[config.mk]
export PLATFORM = sky130hd
export DESIGN_NAME = page_cache
export DESIGN_NICKNAME = d
export VERILOG_FILES = /design/src/rtl/page_cache_pkg.sv /design/src/rtl/page_cache_ram.sv /design/src/rtl/page_cache.sv
export SDC_FILE = /design/constraint.sdc
export NUM_CORES = 1
export LEC_CHECK = 0
export ABC_CLOCK_PERIOD_IN_PS = 6860
export CAP_MARGIN = 20
export CORE_UTILIZATION = 50
export CTS_CLUSTER_SIZE = 12
export DETAILED_ROUTE_END_ITERATION = 16
export HOLD_SLACK_MARGIN = 0.1
export PLACE_DENSITY = 0.75
export SLEW_MARGIN = 10
export SYNTH_ARGS = -nofsm -noshare
export SYNTH_HDL_FRONTEND = slang
export SYNTH_HIERARCHICAL = 1
export SYNTH_SLANG_ARGS = --single-unit
[constraint.sdc]
create_clock -name clk -period 6.86 [get_ports clk]
set_input_delay 1.372 -clock clk [delete_from_list [all_inputs] [get_ports clk]]
set_output_delay 1.372 -clock clk [all_outputs]
set_load 0.05 [all_outputs]
[src/rtl/page_cache_pkg.sv]
// page_cache_pkg: shared types and helpers for the page cache.
//   state_e   - refill FSM encoding (idle / request / fill)
//   clog2     - constant-safe ceiling log2
//   Def*      - offset/tag widths derived from the default geometry
package page_cache_pkg;

  typedef enum logic [1:0] {
    StIdle = 2'd0,
    StReq  = 2'd1,
    StFill = 2'd2
  } state_e;

  function automatic int unsigned clog2(input int unsigned n);
    int unsigned r;
    r = 0;
    for (int unsigned i = 0; i < 32; i++) begin
      if ((64'd1 << i) < 64'(n)) r = i + 1;
    end
    return r;
  endfunction

  localparam int unsigned DefPageWords = 16;
  localparam int unsigned DefAddrW     = 15;
  localparam int unsigned DefOffsetW   = clog2(DefPageWords);
  localparam int unsigned DefTagW      = DefAddrW - DefOffsetW;

endpackage

[src/rtl/page_cache_ram.sv]
// page_cache_ram: simple dual-port RAM, one synchronous write port, one synchronous read port.
//   clk          - clock
//   we/waddr/wdata - write port (refill side)
//   raddr/rdata  - read port, rdata registered one cycle after raddr
module page_cache_ram
  import page_cache_pkg::*;
#(
  parameter int unsigned DATA_W = 8,
  parameter int unsigned DEPTH  = 32
) (
  input  logic                      clk,
  input  logic                      we,
  input  logic [clog2(DEPTH)-1:0]   waddr,
  input  logic [DATA_W-1:0]         wdata,
  input  logic [clog2(DEPTH)-1:0]   raddr,
  output logic [DATA_W-1:0]         rdata
);

  logic [DATA_W-1:0] mem [DEPTH];

  always_ff @(posedge clk) begin
    if (we) mem[waddr] <= wdata;
    rdata <= mem[raddr];
  end

endmodule

[src/rtl/page_cache.sv]
// page_cache: tagged multi-page cache in front of a sequential page stream.
// Random reads are served from NUM_PAGES resident pages; a miss requests the page by number,
// refills a round-robin victim bank word by word, then serves the read.
//   clk, rst                 - clock, synchronous active-high reset
//   addr, read_en            - consumer word address and ready
//   data_rand, rand_valid    - registered read data / valid for current addr
//   flush                    - invalidate all pages, abort any refill
//   page_req/page_num/page_ack - refill request handshake to upstream
//   data_seq/seq_valid/seq_stb - refill word stream (seq_stb asks for next word)
//   busy                     - refill FSM not idle
// Optional feature: define PAGE_CACHE_PREFETCH_EN to prefetch the page following the last
// demand-filled page into the next victim while idle.
module page_cache
  import page_cache_pkg::*;
#(
  parameter int unsigned DATA_W     = 8,
  parameter int unsigned PAGE_WORDS = 16,
  parameter int unsigned NUM_PAGES  = 2,
  parameter int unsigned ADDR_W     = 15
) (
  input  logic                                 clk,
  input  logic                                 rst,
  input  logic [ADDR_W-1:0]                    addr,
  input  logic                                 read_en,
  output logic [DATA_W-1:0]                    data_rand,
  output logic                                 rand_valid,
  input  logic                                 flush,
  output logic                                 page_req,
  output logic [ADDR_W-clog2(PAGE_WORDS)-1:0]  page_num,
  input  logic                                 page_ack,
  input  logic [DATA_W-1:0]                    data_seq,
  input  logic                                 seq_valid,
  output logic                                 seq_stb,
  output logic                                 busy
);

  localparam int unsigned OffsetW = clog2(PAGE_WORDS);
  localparam int unsigned TagW    = ADDR_W - OffsetW;
  localparam int unsigned BankW   = (NUM_PAGES > 1) ? clog2(NUM_PAGES) : 1;
  localparam int unsigned Depth   = NUM_PAGES * PAGE_WORDS;
  localparam int unsigned RamAw   = clog2(Depth);

  state_e                 state_q, state_d;
  logic [NUM_PAGES-1:0]   valid_q, valid_d;
  logic [TagW-1:0]        tag_q [NUM_PAGES];
  logic [TagW-1:0]        tag_d [NUM_PAGES];
  logic [BankW-1:0]       victim_q, victim_d;
  logic [OffsetW-1:0]     cnt_q, cnt_d;
  logic [TagW-1:0]        page_num_q, page_num_d;
  logic                   rand_valid_q, rand_valid_d;
  logic                   seq_stb_q, seq_stb_d;
  logic                   start_q, start_d;

  logic [TagW-1:0]        addr_tag;
  logic [OffsetW-1:0]     addr_off;
  logic                   hit;
  logic [BankW-1:0]       hit_bank;
  logic [BankW-1:0]       victim_next;
  logic                   ram_we;
  logic [DATA_W-1:0]      ram_rdata;

`ifdef PAGE_CACHE_PREFETCH_EN
  logic [TagW-1:0]        last_tag_q, last_tag_d;
  logic                   pf_arm_q, pf_arm_d;
  logic                   pf_fill_q, pf_fill_d;
  logic [TagW-1:0]        next_tag;
  logic                   next_res;
`endif

  assign addr_tag = addr[ADDR_W-1:OffsetW];
  assign addr_off = addr[OffsetW-1:0];

  always_comb begin
    hit      = 1'b0;
    hit_bank = '0;
    for (int b = 0; b < NUM_PAGES; b++) begin
      if (valid_q[b] && (tag_q[b] == addr_tag)) begin
        hit      = 1'b1;
        hit_bank = BankW'(b);
      end
    end
  end

`ifdef PAGE_CACHE_PREFETCH_EN
  always_comb begin
    next_tag = last_tag_q + 1'b1;
    next_res = 1'b0;
    for (int b = 0; b < NUM_PAGES; b++) begin
      if (valid_q[b] && (tag_q[b] == next_tag)) next_res = 1'b1;
    end
  end
`endif

  assign victim_next = (victim_q == BankW'(NUM_PAGES - 1)) ? '0 : victim_q + 1'b1;
  assign ram_we      = (state_q == StFill) && seq_valid && !flush;

  page_cache_ram #(
    .DATA_W (DATA_W),
    .DEPTH  (Depth)
  ) u_ram (
    .clk   (clk),
    .we    (ram_we),
    .waddr (RamAw'({victim_q, cnt_q})),
    .wdata (data_seq),
    .raddr (RamAw'({hit_bank, addr_off})),
    .rdata (ram_rdata)
  );

  always_comb begin
    state_d    = state_q;
    valid_d    = valid_q;
    tag_d      = tag_q;
    victim_d   = victim_q;
    cnt_d      = cnt_q;
    page_num_d = page_num_q;
    seq_stb_d  = 1'b0;
    start_d    = 1'b0;
    // Drop valid for one cycle after a transfer so the consumer can move addr.
    rand_valid_d = hit && !(read_en && rand_valid_q) && !flush;
`ifdef PAGE_CACHE_PREFETCH_EN
    last_tag_d = last_tag_q;
    pf_arm_d   = pf_arm_q;
    pf_fill_d  = pf_fill_q;
`endif

    unique case (state_q)
      StIdle: begin
        if (!hit && !flush) begin
          page_num_d        = addr_tag;
          valid_d[victim_q] = 1'b0;
          state_d           = StReq;
`ifdef PAGE_CACHE_PREFETCH_EN
          pf_fill_d         = 1'b0;
`endif
        end
`ifdef PAGE_CACHE_PREFETCH_EN
        else if (pf_arm_q && !flush) begin
          pf_arm_d = 1'b0;
          if (!next_res) begin
            page_num_d        = next_tag;
            valid_d[victim_q] = 1'b0;
            state_d           = StReq;
            pf_fill_d         = 1'b1;
          end
        end
`endif
      end
      StReq: begin
        if (page_ack) begin
          state_d = StFill;
          cnt_d   = '0;
          start_d = 1'b1;
        end
      end
      StFill: begin
        if (start_q) seq_stb_d = 1'b1;
        if (seq_valid) begin
          cnt_d = cnt_q + 1'b1;
          if (cnt_q == OffsetW'(PAGE_WORDS - 1)) begin
            valid_d[victim_q] = 1'b1;
            tag_d[victim_q]   = page_num_q;
            victim_d          = victim_next;
            state_d           = StIdle;
`ifdef PAGE_CACHE_PREFETCH_EN
            last_tag_d        = page_num_q;
            pf_arm_d          = !pf_fill_q;
`endif
          end else begin
            seq_stb_d = 1'b1;
          end
        end
      end
      default: state_d = StIdle;
    endcase

    if (flush) begin
      valid_d   = '0;
      state_d   = StIdle;
      seq_stb_d = 1'b0;
      start_d   = 1'b0;
`ifdef PAGE_CACHE_PREFETCH_EN
      pf_arm_d  = 1'b0;
`endif
    end
  end

  always_ff @(posedge clk) begin
    if (rst) begin
      state_q      <= StIdle;
      valid_q      <= '0;
      for (int b = 0; b < NUM_PAGES; b++) tag_q[b] <= '0;
      victim_q     <= '0;
      cnt_q        <= '0;
      page_num_q   <= '0;
      rand_valid_q <= 1'b0;
      seq_stb_q    <= 1'b0;
      start_q      <= 1'b0;
`ifdef PAGE_CACHE_PREFETCH_EN
      last_tag_q   <= '0;
      pf_arm_q     <= 1'b0;
      pf_fill_q    <= 1'b0;
`endif
    end else begin
      state_q      <= state_d;
      valid_q      <= valid_d;
      tag_q        <= tag_d;
      victim_q     <= victim_d;
      cnt_q        <= cnt_d;
      page_num_q   <= page_num_d;
      rand_valid_q <= rand_valid_d;
      seq_stb_q    <= seq_stb_d;
      start_q      <= start_d;
`ifdef PAGE_CACHE_PREFETCH_EN
      last_tag_q   <= last_tag_d;
      pf_arm_q     <= pf_arm_d;
      pf_fill_q    <= pf_fill_d;
`endif
    end
  end

  // RAM output has no reset; mask it so data_rand is zero whenever not valid.
  assign data_rand  = rand_valid_q ? ram_rdata : '0;
  assign rand_valid = rand_valid_q;
  assign page_req   = (state_q == StReq);
  assign page_num   = page_num_q;
  assign seq_stb    = seq_stb_q;
  assign busy       = (state_q != StIdle);

endmodule
==> results.md, run 1 <==
- After the last flow step, the layout net total stands at 733.
- For the worst setup path, the data arrival time is approximately 2.2 ns.
- The worst clock skew is approximately 0.014 ns.
- The count of cells in the finished layout, fillers not included, comes to 1046.
- The total overflow reported by the global router is 0.
- The largest single stage delay on the critical path is slightly above 0.8 ns.
- The floorplan has 56 rows.
- The static power due to leakage is 4.45 nW.
- The fraction of the mapped netlist area in adder cells is less than 1%.
- The number of failing hold endpoints at the final stage is 0.
- The timing-limited maximum frequency is 282 MHz.
- The cell family contributing the most delay on the critical path is buffers and inverters.
- The number of DRC markers in iteration 0 is ~530.
- Gates resized during post-CTS repair numbered 0.
- The met2 global-route usage is 34.2%.
- The floorplan step defined a die boundary enclosing ~25000 um^2.
- The half-perimeter wire length after detailed placement is approximately 15000 um.
- The buffers inserted during post-CTS setup optimization is 0.
- After synthesis, the cell types taking the most area are sky130_fd_sc_hd__edfxtp_1 (63%), sky130_fd_sc_hd__mux4_2 (15%), sky130_fd_sc_hd__dfxtp_1 (8.7%).
- The area of the core is approximately 24000 um^2.
- The initial utilization of the core area, before any placement, comes to 51.3%.
- Final hold analysis gives a worst-case slack of between 0.4 and 0.5 ns.
- The first-pass GRT wire length is 38000 um.
- Counting flops and latches in the post-synthesis netlist gives 309.
- After detailed routing, the average wire length per cell comes to between 20 and 25 um.
- After Yosys synthesis, and, or, nand and nor cells account for under 10% of the synthesized area.
- The max capacitance violation total is 0.
- In the final timing run, aggregate negative setup slack is 0 ns.
- Global routing used between 20% and 30% of the available met1 tracks.
- The share of the clock period used by the worst path after layout is 51.6%.
- Once detail routing completed, the nets flagged for antenna violations numbered 0.
- After synthesis, the share of cell area in mux cells is between 10% and 20%.
- The filler cells instantiated in the layout total approximately 1700.
- The start-to-end type of the worst setup path is reg -> out.
- The global router's overall resource usage is between 20% and 30%.
- The max-slew violation count is 0.
- The number of diodes is 0.
- In this run the biggest area consumer among cell types represents between 60 and 70% of the synthesized area.
- The number of port buffers is 51.
- The worst setup path is launched from a flop.
- The weighted congestion reported at the end of routability-driven placement is 0.783.
- Entering global routing, the biggest net connects 65 pins.
- The fraction of final layout cells sized beyond drive strength 1 is 20.9%.
- The required time of the worst setup path is between 5 and 6 ns.
- The first detailed-routing pass took 5 iterations.
- The area overhead of the layout relative to synthesis is 15.3%.
- In this run the count of I/O pins placed on the die edge is between 50 and 60.
- In the final layout, flip-flops and latches occupy between 8000 and 9000 um^2.
- The cell type with the largest total area after synthesis is sky130_fd_sc_hd__edfxtp_1.
- The tree is rooted in a sky130_fd_sc_hd__clkbuf_16.
- Dividing total power by cell area gives a power density of ~270 nW/um^2.
- The master of the slowest instance on the critical path is sky130_fd_sc_hd__clkdlybuf4s50_1.
- The leading register cell type out of synthesis is sky130_fd_sc_hd__edfxtp_1.
- Summing the areas of all compound-gate instances in the mapped netlist gives less than 1% of the synthesized area.
- For this run, asynchronously set or reset flops after synthesis account for 0%.
- The max-slew headroom at the worst pin is around 27%.
- The number of antenna violations at the first check in global routing was 0.
- The synthesized netlist devotes 1.80% of its cell area to XOR and XNOR gates.
- The longest clock path from root to sink contains 3 buffers.
- The clock net sink count is 309.
- Cells fill about three fifths of the core in the end.
- After synthesis, the mean cell area works out to approximately 19 um^2.
- The aggregate routed wire length is 24900 um.
- The dominant combinational cell family by area after synthesis is multiplexers.
- The area taken by multi-input logic gates is between 3000 and 4000 um^2.
- The gate count after technology mapping is roughly 630.
- The maximum fanout along the worst path is 10.
- Detailed routing inserted a total of 6042 vias.
- The number of flops mapped to enable cells by yosys is between 200 and 300.
- The Yosys step of the flow raised 6 warnings.
- The via count of the first global-routing pass is around 6200.
- Sequential cells were found to cover a little under three quarters of the synthesized design area.
- CTS built an H-tree with a depth of 1.
- After detailed placement, the design holds a cell count of around 1000.
- The number of nets produced by synthesis is 664.
- The tightest min-delay check is of the reg -> reg type.
- The die is roughly 160 um tall.
- The element type at the critical path end is an output port.
- The sum of buffers and inverters on the critical path is 1.
- Hold repair after CTS inserted 0 buffers.
- The die width is around 160 um.
- After synthesis the cells add up to 12200 um^2.
- Across the VDD grid, the largest voltage drop is between 0.00015 and 0.0002 V.
- The global routing stage identified its most utilized layer as met2.
- The number of library cell types mapped by synthesis is 40.
- The transition time of the tightest slew-check pin is 1.09 ns.
- The post-detailed-route via-to-cell ratio is 5.78.
- The clock latency on the worst-skew pair is 0.56 ns.
- Global routing consumed, on the met3 layer, 4.30% of the routing resources.
- The number of buffers added by the clock tree synthesis step is 31.
- The clock transition time at the flip-flop clock pins of the worst setup and hold paths is 0.06 ns.
- The TritonCTS clock tree is yes.
- The final count of negative-setup-slack endpoints is 0.
- Power comes to around 3.8 mW.
- The remaining routing DRC violations is 0.
- Traced cell by cell, the critical path runs through and2_1 > clkdlybuf4s50_1.
- Setup repair after global routing left no endpoint under its margin.
- The worst path needs approximately 3.5 ns of the cycle, external delays included.
- The flow ran to the end, and the final reports show no timing, DRC or antenna violations.
-- power breakdown --
group,total [mW],switching (mW),internal [mW]
Clock,1.55,0.659,0.890
Sequential,2.05,0.00883,2.04
Combinational,0.195,0.104,0.0913
-- sequential cells by signal, indices dropped and copies added, names as in the netlist, named ones only --
register     cells
u_ram/rdata      8
state_q          2
page_num        11
victim_q         1
start_q          1
u_ram/mem      256
rand_valid       1
seq_stb          1
tag_q           22
cnt_q            4
-- final timing paths --
check | cells past startpoint | slack (ns) | startpoint | to
worst max-delay path | 2 | 3.32 | rand_valid | data_rand[0]
worst min-delay path | 2 | 0.47 | flop | flop
worst max register to register | 4 | 4.20 | state_q[1] | u_ram/mem[20][0]
worst min register to register | 2 | 0.47 | flop | flop
-- per-layer routing --
layer,wire length [um],share of wire (%)
met1,10300,41
met3,2020,8.1
met5,0,0
met4,452,1.8
met2,12200,49
-- logic make-up after synthesis --
group / after synthesis
and+or+nand+nor: 136
AOI/OAI and AO/OA: 11
muxes: 121
adders and majority gates: 1
DFF: 309
buffers and inverters: 31
xor gates and xnor gates: 25
-- tightest hold or removal path: cells and delay by family, from the launching register on --
family	cells	cell delay [ns]
AO/OA/AOI/OAI	1	0.06
buffers and inverters	1	0.05
flip-flops	1	0.31
-- through the flow --
step           area (um^2)  setup WS (ns)
2_1_floorplan        12200           3.59
3_3_place_gp         12900           2.81
3_5_place_dp         12900           2.76
4_1_cts              13900           3.28
5_1_grt              14000           3.24
6_report             14000           3.32
-- placed cells by master, fill, tap and decap left out, types with 2 or more instances in the layout --
cell / netlist / final
sky130_fd_sc_hd__edfxtp_1: 256 / 256
sky130_fd_sc_hd__mux4_2: 80 / 80
sky130_fd_sc_hd__nor2_1: 64 / 64
sky130_fd_sc_hd__dfxtp_1: 53 / 53
sky130_fd_sc_hd__clkdlybuf4s50_1: 0 / 47
sky130_fd_sc_hd__mux2i_1: 33 / 33
sky130_fd_sc_hd__clkbuf_16: 0 / 31
sky130_fd_sc_hd__xnor2_1: 23 / 23
sky130_fd_sc_hd__clkbuf_1: 12 / 17
sky130_fd_sc_hd__nand2b_1: 13 / 13
sky130_fd_sc_hd__or2b_1: 9 / 9
sky130_fd_sc_hd__and2_1: 8 / 8
sky130_fd_sc_hd__mux2_2: 8 / 8
sky130_fd_sc_hd__buf_4: 8 / 7
sky130_fd_sc_hd__nand4_1: 6 / 6
sky130_fd_sc_hd__nand3b_1: 6 / 6
sky130_fd_sc_hd__nor3_1: 5 / 5
sky130_fd_sc_hd__a21oi_1: 5 / 5
sky130_fd_sc_hd__nand2_1: 5 / 5
sky130_fd_sc_hd__nand3_1: 4 / 4
sky130_fd_sc_hd__clkbuf_8: 0 / 4
sky130_fd_sc_hd__buf_8: 0 / 4
sky130_fd_sc_hd__nor2b_1: 3 / 3
sky130_fd_sc_hd__buf_2: 1 / 3
sky130_fd_sc_hd__or3b_2: 3 / 3
sky130_fd_sc_hd__nor3_2: 2 / 2
sky130_fd_sc_hd__xor2_1: 2 / 2
sky130_fd_sc_hd__o21ai_0: 2 / 2
sky130_fd_sc_hd__inv_1: 2 / 2
sky130_fd_sc_hd__clkbuf_2: 0 / 2
sky130_fd_sc_hd__buf_6: 2 / 2
sky130_fd_sc_hd__buf_16: 0 / 2
-- synth_stat cells, drive strengths merged, types with 2 or more instances --
cell type / count
nor4: 2
mux2: 8
nand2b: 13
xnor2: 23
nor2b: 3
nand4: 6
dfxtp: 53
or3b: 3
buf: 17
and2: 8
or2: 2
edfxtp: 256
mux2i: 33
o21ai: 2
nand3: 4
nand2: 5
mux4: 80
nand3b: 6
nor3: 7
clkbuf: 12
xor2: 2
a21oi: 5
nor2: 64
or2b: 9
inv: 2
-- final cells by class --
class	instances	share of cell area [%]
Clock inverter	3	0.232
Multi-Input combinational cell	294	23.2
Timing Repair Buffer	65	4.82
Clock buffer	54	6.46
Tap cell	319	2.85
Inverter	2	0.0536
Sequential cell	309	62.4
(Power assumes the default switching activity.)
==> run 2, diff against run 1 <==
--- a/config.mk
+++ b/config.mk
@@ -5,7 +5,7 @@
 export SDC_FILE = /design/constraint.sdc
 export NUM_CORES = 1
 export LEC_CHECK = 0
-export ABC_CLOCK_PERIOD_IN_PS = 6860
+export ABC_CLOCK_PERIOD_IN_PS = 3400
 export CAP_MARGIN = 20
 export CORE_UTILIZATION = 50
 export CTS_CLUSTER_SIZE = 12
==> constraint.sdc (replaced) <==
create_clock -name clk -period 3.4 [get_ports clk]
set_input_delay 0.68 -clock clk [delete_from_list [all_inputs] [get_ports clk]]
set_output_delay 0.68 -clock clk [all_outputs]
set_load 0.05 [all_outputs]
==> results.md, run 2 (synthesis results as in run 1) <==
- The flow ran to the end, and the final reports show no timing, DRC or antenna violations.
- The total overflow reported by the global router was 0 (unchanged).
- The via count is 6216 (+2.9%).
- The register with the most flip-flops is u_ram/mem.
- The internal portion of total power is 6.16 mW (+100%).
- The number of DRC markers in iteration 0 was 636 (+21%).
- The worst clock skew is 0.0162 ns (+0.00249 ns).
- The peak supply drop is 0.000397 V (+110%).
- The transition time of the tightest slew-check pin is 0.791 ns (-0.298 ns).
- The aggregate routed wire length is 25200 um (+1.1%).
- The overall die area is 24900 um^2 (unchanged).
- The global router's overall resource usage is 21.4% (+0.23 points).
- The minimum clock period is roughly 2.8 ns.
- The clock share of power is 41.3% (+0.4 points).
- The relative contribution of combinational cells to total power is 5.2% (about the same).
- The number of port buffers is 51 (unchanged).
- The count of filler cells inserted in the layout is 1743 (-0.17%).
- The buffers inserted during post-CTS setup optimization came to 0 (unchanged).
- The flip-flop count of the largest register, all copies and words added came to 256 (unchanged).
- The number of buffers added by the clock tree synthesis step came to 31 (unchanged).
- The share of total power consumed by net switching is 20.2% (-0.16 points).
- In this run the clock root is driven by a sky130_fd_sc_hd__clkbuf_16.
- The sequential cell fraction of total power is 53.5% (-0.5 points).
- The area of the core is 23700 um^2 (unchanged).
- The max-slew violation count is 0 (unchanged).
- The switching component of the power is 1.56 mW (+100%).
- The static power due to leakage is 4.58 nW (+2.9%).
- The final total negative setup slack is 0 ns (unchanged).
- The clock latency on the worst-skew pair is 0.55 ns (about the same).
- The area growth from synthesis to layout is 16.9%.
- The max capacitance violation total is 0 (unchanged).
- The effective utilization at floorplan is 51.3% (unchanged).
- The number of rows in the core area was 56 (unchanged).
- The required time of the worst setup path is 2.72 ns (-2.77 ns).
- TritonCTS built the clock tree.
- The maximum number of pins on one net before global-route repair was 51 (-22%).
- The post-layout net count is 761 (+3.8%).
- The number of antenna violations at the first check in global routing is 1 (+1).
- The worst hold-check slack was 0.476 ns (+0.00587 ns).
- The share of the clock period used by the worst path after layout is 83.2%.
- The element type at the critical path end is an output port.
- The start-to-end type of the worst setup path is reg -> out.
- The total I/O pin count is 52 (unchanged).
- The final count of negative-setup-slack endpoints is 0 (unchanged).
- Setup repair after global routing left no endpoint under its margin.
- The class of the most critical hold timing path is reg -> reg.
- The remaining routing DRC violations came to 0 (unchanged).
- The clock transition time at the flip-flop clock pins of the worst setup and hold paths is 0.06 ns (about the same).
- The via count of the first global-routing pass is 6380 (+2.6%).
- The most common cell after layout, fill and taps aside is sky130_fd_sc_hd__edfxtp_1.
- The y dimension of the die is 158 um (unchanged).
- The power per unit of standard cell area is 544 nW/um^2 (+100%).
- The maximum clock path buffer count came to 3 (unchanged).
- The antenna violation net count after detailed routing is 0 (unchanged).
- The timing-limited maximum frequency is ~350 MHz.
- The weighted congestion reported at the end of routability-driven placement is 0.832 (+6.2%).
- The post-cts gate resize count is 0 (unchanged).
- The number of diodes was 0 (unchanged).
- The first-pass GRT wire length came to 38700 um (+1.7%).
- The detailed-router iteration count before antenna repair is 5 (unchanged).
- The number of failing hold endpoints at the final stage came to 0 (unchanged).
- The post-detailed-route via-to-cell ratio is 5.79 (+0.20%).
- The clock net sink count is 309 (unchanged).
- The fraction of final layout cells sized beyond drive strength 1 is 23.2% (+2.3 points).
- The maximum fanout along the worst path was 12 (+2).
- The half-perimeter wire length after detailed placement is 16300 um (+8.2%).
- The critical path arrival is 2.15 ns (-0.02 ns).
- The deepest level of the CTS H-tree is 1 (unchanged).
- The detailed-route wire length per cell is 23.5 um (-1.5%).
- Leaving out fill and tap cells, the most frequent cells in the layout are sky130_fd_sc_hd__edfxtp_1 (256), sky130_fd_sc_hd__mux4_2 (80), sky130_fd_sc_hd__nor2_1 (64).
- The number of hold-repair buffers added at the cts stage came to 0 (unchanged).
- The max-slew headroom at the worst pin is 47.1% (+20 points).
- The die width was 158 um (unchanged).
- The category of the worst setup path launch point is a flop.
run 2: cell types whose count changed in the layout (fill, tap and decap cells not counted), sizes merged, moves of 2 or more:
cell and change:
buf +26, clkdlybuf4s50 +2, bufinv +2, clkbuf -3
run 2: power by group through the flow:
stage          sequential (mW)  combinational, mW  clock, mW
6_report                  4.13              0.405       3.19
5_1_grt                   4.13              0.429       3.39
4_1_cts                   4.13              0.410       3.24
3_5_place_dp              4.21              0.407          0
3_3_place_gp              4.21              0.399          0
2_1_floorplan             4.23              0.203          0
run 2: final timing paths:
path | from | to | slack [ns] | cells past startpoint
hold / removal | flop | flop | 0.48 | 2
setup reg to reg | state_q[1] | u_ram/mem[26][6] | 0.91 | 4
setup / recovery | state_q[1] | busy | 0.57 | 2
hold reg to reg | flop | flop | 0.48 | 2
run 2: critical path, stage by stage (launching register included):
cell                              delay [ns]
sky130_fd_sc_hd__dfxtp_1                0.52
sky130_fd_sc_hd__or2_1                  0.26
sky130_fd_sc_hd__clkdlybuf4s50_1        0.83
run 2: through the flow:
step / instances / instance area, um^2 / total power [mW] / setup slack [ns] / util [%]
2_1_floorplan: 634 / 12200 / 4.44 / 0.823 / -
3_3_place_gp: 1016 / 13200 / 4.61 / 0.354 / 55.9
3_5_place_dp: 1016 / 13200 / 4.62 / 0.248 / 55.9
4_1_cts: 1073 / 14200 / 7.78 / 0.553 / 59.9
5_1_grt: 1074 / 14200 / 7.95 / 0.483 / 60.0
6_report: 1074 / 14200 / 7.72 / 0.571 / 60.0
run 2: per-layer routing:
metal,share of wire (%),global-route usage [%]
met5,0.032,0
met4,2.1,6.01
met2,51,36.1
met3,7.2,3.78
met1,40,28.8
run 2: final cells by class:
cell class | instances | area [um^2] | share of cell area [%]
Sequential cell | 309 | 8750 | 61.6
Clock inverter | 6 | 83.8 | 0.590
Inverter | 2 | 7.51 | 0.0529
Timing Repair Buffer | 93 | 860 | 6.05
Multi-Input combinational cell | 294 | 3240 | 22.8
Clock buffer | 51 | 861 | 6.06
Tap cell | 319 | 399 | 2.81
==> patch 1, RTL diff (config.mk and constraints of run 2) <==
Set the parameter `PAGE_WORDS` to 8 (it was 16).
--- a/src/rtl/page_cache.sv
+++ b/src/rtl/page_cache.sv
@@ -16,3 +16,3 @@
   parameter int unsigned DATA_W     = 8,
-  parameter int unsigned PAGE_WORDS = 16,
+  parameter int unsigned PAGE_WORDS = 8,
   parameter int unsigned NUM_PAGES  = 2,
Interface: changed (resized page_num); port bits go from 52 to 53. The function was not compared with the original's and may differ.
==> patch 1 against run 2 <==
Cell area shrank 39%; power shrank 42%; synthesized cell count shrank 28%; die area shrank 39%; register-to-register slack gained 0.12 ns; routed wire length shrank 45%; worst setup slack gained 0.12 ns; sequential cell count shrank 126; clock skew shrank 0.0061 ns; hold slack lost 0.033 ns; synthesized area shrank 40%; critical path type is now in -> reg; critical endpoint is now u_ram/rdata[5]$_DFF_P_; largest cell class unchanged.
==> patch 1: results (changes against run 2) <==
| Metric | Value |
|---|---|
| Worst-path maximum fanout | `8 (-4)` |
| WL met2 | `7214 µm (-44%)` |
| Vias in the first global route | `4,079 (-36%)` |
| Max transition margin | `0.4873 (+0.01651)` |
| Final setup skew | `0.01010 ns (-0.006057 ns)` |
| CP startpoint | `addr[9]` |
| Post-placement setup slack | `0.2765 ns (+0.02826 ns)` |
| EDFF count, synth | `128 (-50%)` |
| CP max stage delay | `0.59 ns (-0.24 ns)` |
| Worst R2R Path Depth | `6 (+2)` |
| Placed inst area | `8119 µm² (-39%)` |
| Post-synthesis adder-cell area fraction | `0.003416 (+0.002387)` |
| Mean Syn Cell Area | `16.14 µm² (-16%)` |
| Longest Clk Path Bufs | `2 (-1)` |
| Fin cells | `723 (-33%)` |
| Met3 routed WL | `653 µm (-64%)` |
| Status | `complete, no violations` |
| Top layer in use | `met4` |
| First DRT Iteration DRCs | `329 (-48%)` |
| Met1 Resource Use GR | `0.2456 (-0.04199)` |
| Met3 GRT Util | `0.05904 (+0.02126)` |
| Post-synthesis compound-gate area fraction | `0.02989 (+0.02433)` |
| Area contributors post-synth | `edfxtp_1, dfxtp_1, mux4_2` |
| Largest register FFs | `128 (-50%)` |
| LEAKAGE | `0.003006 µW (-34%)` |
| Hold WS | `0.4431 ns (-0.03334 ns)` |
| # H-tree levels | `4 (+3)` |
| CP delay by family, top | `simple AND/OR/NAND/NOR gates` |
| Final Net Count | `561 (-26%)` |
| Peak supply drop | `0.3772 mV (-5.0%)` |
| Synthesized Nets | `485 (-27%)` |
| Worst setup path endpoint | `u_ram/rdata[5]$_DFF_P_` |
| Detailed-route wire length | `13,930 µm (-45%)` |
| Initial antenna violation count | `0 (-1)` |
| Met1 wire length | `5764 µm (-43%)` |
| XOR/XNOR Fraction of Synth Area | `0.02989 (+0.01188)` |
| Distinct cells, synth | `39 (-2.5%)` |
| RePlAce Congestion | `0.7776 (-6.5%)` |
| Max frequency | `368.5 MHz (+4.3%)` |
| Crit-path slowest cell | `nor2b_1` |
| Detailed Routing Iterations Pass 1 | `4 (-1)` |
| Pin count of the biggest net entering global routing | `33 (-35%)` |
| Post-detail-place hpwl | `9334 µm (-43%)` |
| Sequential share of the synthesized area | `0.6750 (-0.04473)` |
| Clk Latency, worst-skew pair | `0.43 ns (-0.12 ns)` |
==> patch 1: cell types whose count changed after synthesis, moves of 8 or more <==
cell | before | now
edfxtp_1 | 256 | 128
a22oi_1 | 0 | 17
mux2_2 | 8 | 0
nand2_1 | 5 | 17
nor2_1 | 64 | 44
nand2b_1 | 13 | 24
mux4_2 | 80 | 18
mux4_1 | 0 | 14
==> patch 1: area by class of cell <==
class	instances	area [µm²]
Timing Repair Buffer	77	703.2
Tap cell	180	225.2
Clock inverter	13	115.1
Inverter	3	11.26
Sequential cell	183	4945
Fill cell	1047	5429
Multi-Input combinational cell	248	2235
Clock buffer	19	432.9
==> patch 1: cells by family (layout without fill, tap and decap cells) <==
family	count (synthesis)	in the layout
simple gates	124	124
fa+ha+maj	2	2
xor+xnor	25	25
buf+inv	23	112
compound gates	29	29
mux	68	68
flops	183	183
==> patch 1: report_power, final <==
group	internal [µW]	switching, µW	total [µW]
Combinational	113	142	255
Clock	959	863	1820
Sequential	2400	13.7	2410
==> patch 2, RTL diff (config.mk and constraints of run 2) <==
Made on the original files. Re-encode `state_e` (3 states) as one-hot, 3 bits wide.
--- a/src/rtl/page_cache_pkg.sv
+++ b/src/rtl/page_cache_pkg.sv
@@ -6,6 +6,6 @@
 
-  typedef enum logic [1:0] {
-    StIdle = 2'd0,
-    StReq  = 2'd1,
-    StFill = 2'd2
+  typedef enum logic [2:0] {
+    StIdle = 3'b001,
+    StReq  = 3'b010,
+    StFill = 3'b100
   } state_e;
Behaviour: no difference found for any inputs over 10 cycles, from zero or initial values and one cycle with rst high; not proved beyond that.
==> patch 2 against run 2 <==
Routed wire length fell by 2.2%; power fell by 0.37%; register-to-register slack better by 0.15 ns; clock skew increased by 0.0016 ns; synthesized cell count up 3.2%; worst setup slack lost 0.10 ns; combinational power up 1%; die area grew 0.79%; sequential cell count is 1 higher; cell area grew 1.0%; synthesized area is 0.80% higher; count of clock-buffer cells in the layout is 1 lower; critical path type unchanged; critical endpoint is now page_req; largest power group unchanged; highest routed layer is now met4.
==> patch 2: results (changes against run 2) <==
| Metric | Value |
|---|---|
| Distinct cells, synth | `42 (+5.0%)` |
| Sequential share of the synthesized area | `0.7156 (-0.004099)` |
| Final Net Count | `786 (+3.3%)` |
| Vias/cell | `5.701 (-1.5%)` |
| Reg-to-Reg Start | `state_q[2]$_SDFFE_PP0P_` |
| Worst-path maximum fanout | `5 (-7)` |
| Pin count of the biggest net entering global routing | `65 (+27%)` |
| First DRT Iteration DRCs | `546 (-14%)` |
| Synthesized Nets | `684 (+3.0%)` |
| LEAKAGE | `0.004579 µW (about the same)` |
| GRT Total Usage | `0.2081 (-0.006367)` |
| Top layer in use | `met4` |
| Status | `complete, no violations` |
| Layout cells sized above 1 | `0.2462 (+0.01437)` |
| Arr. time, crit path | `2.25 ns (+0.10 ns)` |
| First-pass GRT wire length | `37,940 µm (-2.0%)` |
| Worst R2R Path Depth | `5 (+1)` |
| Reg2Reg Setup Slack | `1.06 ns (+0.15 ns)` |
| Met3 routed WL | `1537 µm (-15%)` |
| Post-detail-place hpwl | `15,610 µm (-4.3%)` |
| RePlAce Congestion | `0.8240 (-0.94%)` |
| FF-to-FF End | `u_ram/mem[28][5]$_DFFE_PP_` |
| Fillers | `1,676 (-3.8%)` |
| Area contributors post-synth | `edfxtp_1, mux4_2, dfxtp_1` |
| Peak supply drop | `0.3536 mV (-11%)` |
| WL/cell | `22.44 µm (-4.5%)` |
patch 2: changes by cell type after synthesis, sizes merged, moves of 2 or more:
cell	change
nand2b	+3
mux2i	-11
or2b	-2
a21oi	+12
nand2	+13
nor2b	-3
clkbuf	+4
nand3	+11
nand4bb	+2
nor2	-11
patch 2: worst max path at each step:
| stage | slack, ns | to | startpoint | depth (start not counted) |
|---|---|---|---|---|
| global placement | 0.41 | u_ram/mem[28][3]$_DFFE_PP_ | seq_valid | 6 |
| detailed placement | 0.31 | u_ram/mem[28][2]$_DFFE_PP_ | seq_valid | 6 |
| CTS | 0.46 | page_req | state_q[1]$_SDFFE_PP0P_ | 4 |
| global route | 0.40 | page_req | state_q[1]$_SDFFE_PP0P_ | 4 |
| floorplan | 0.79 | u_ram/rdata[0]$_DFF_P_ | addr[12] | 7 |
| finish | 0.47 | page_req | state_q[1]$_SDFFE_PP0P_ | 4 |
patch 2: area by class of cell:
cell class / instances / share of cell area
inverter: 3 / 0.0007850
sequential: 310 / 0.6113
tap: 319 / 0.02782
multi-input combinational: 309 / 0.2307
clock inverter: 7 / 0.004448
clock buffer: 50 / 0.06114
timing repair buffer: 101 / 0.06385
patch 2: routing by layer:
layer  global-route usage  up-vias
li1                     -     2795
met1               0.2911     3193
met2               0.3425      235
met3              0.03239       42
met4              0.05540        0
met5                    0        -
patch 2: per-stage QoR:
stage	power (µW)	hold WS, ns	instances	setup slack, ns	area (µm²)
CTS	7749	0.4732	1099	0.4600	14350
detailed placement	4634	0.4650	1042	0.3087	13400
global route	7917	0.4996	1099	0.3955	14350
floorplan	4458	0.4488	654	0.7890	12250
finish	7694	0.4722	1099	0.4707	14350
global placement	4622	0.4560	1042	0.4064	13400
patch 2: logic make-up (layout without fill, tap and decap cells):
kind of cell,after synthesis,count (layout),synth area share
flops,310,310,0.7156
fa+ha+maj,1,1,0.001021
mux,110,110,0.1724
buf+inv,35,161,0.01430
compound gates,25,25,0.01174
simple gates,147,147,0.06638
xor+xnor,26,26,0.01858
patch 2: where the power goes:
part,leakage (µW),internal (µW),switching [µW]
clock,0.000461,1830,1310
sequential,0.00274,4130,17.1
combinational,0.00138,186,223
patch 2: critical path, stage by stage, from the launching register on:
cell,delay [ns]
dfxtp_1,0.36
inv_1,0.11
or3_1,0.37
inv_1,0.07
clkdlybuf4s50_1,0.80
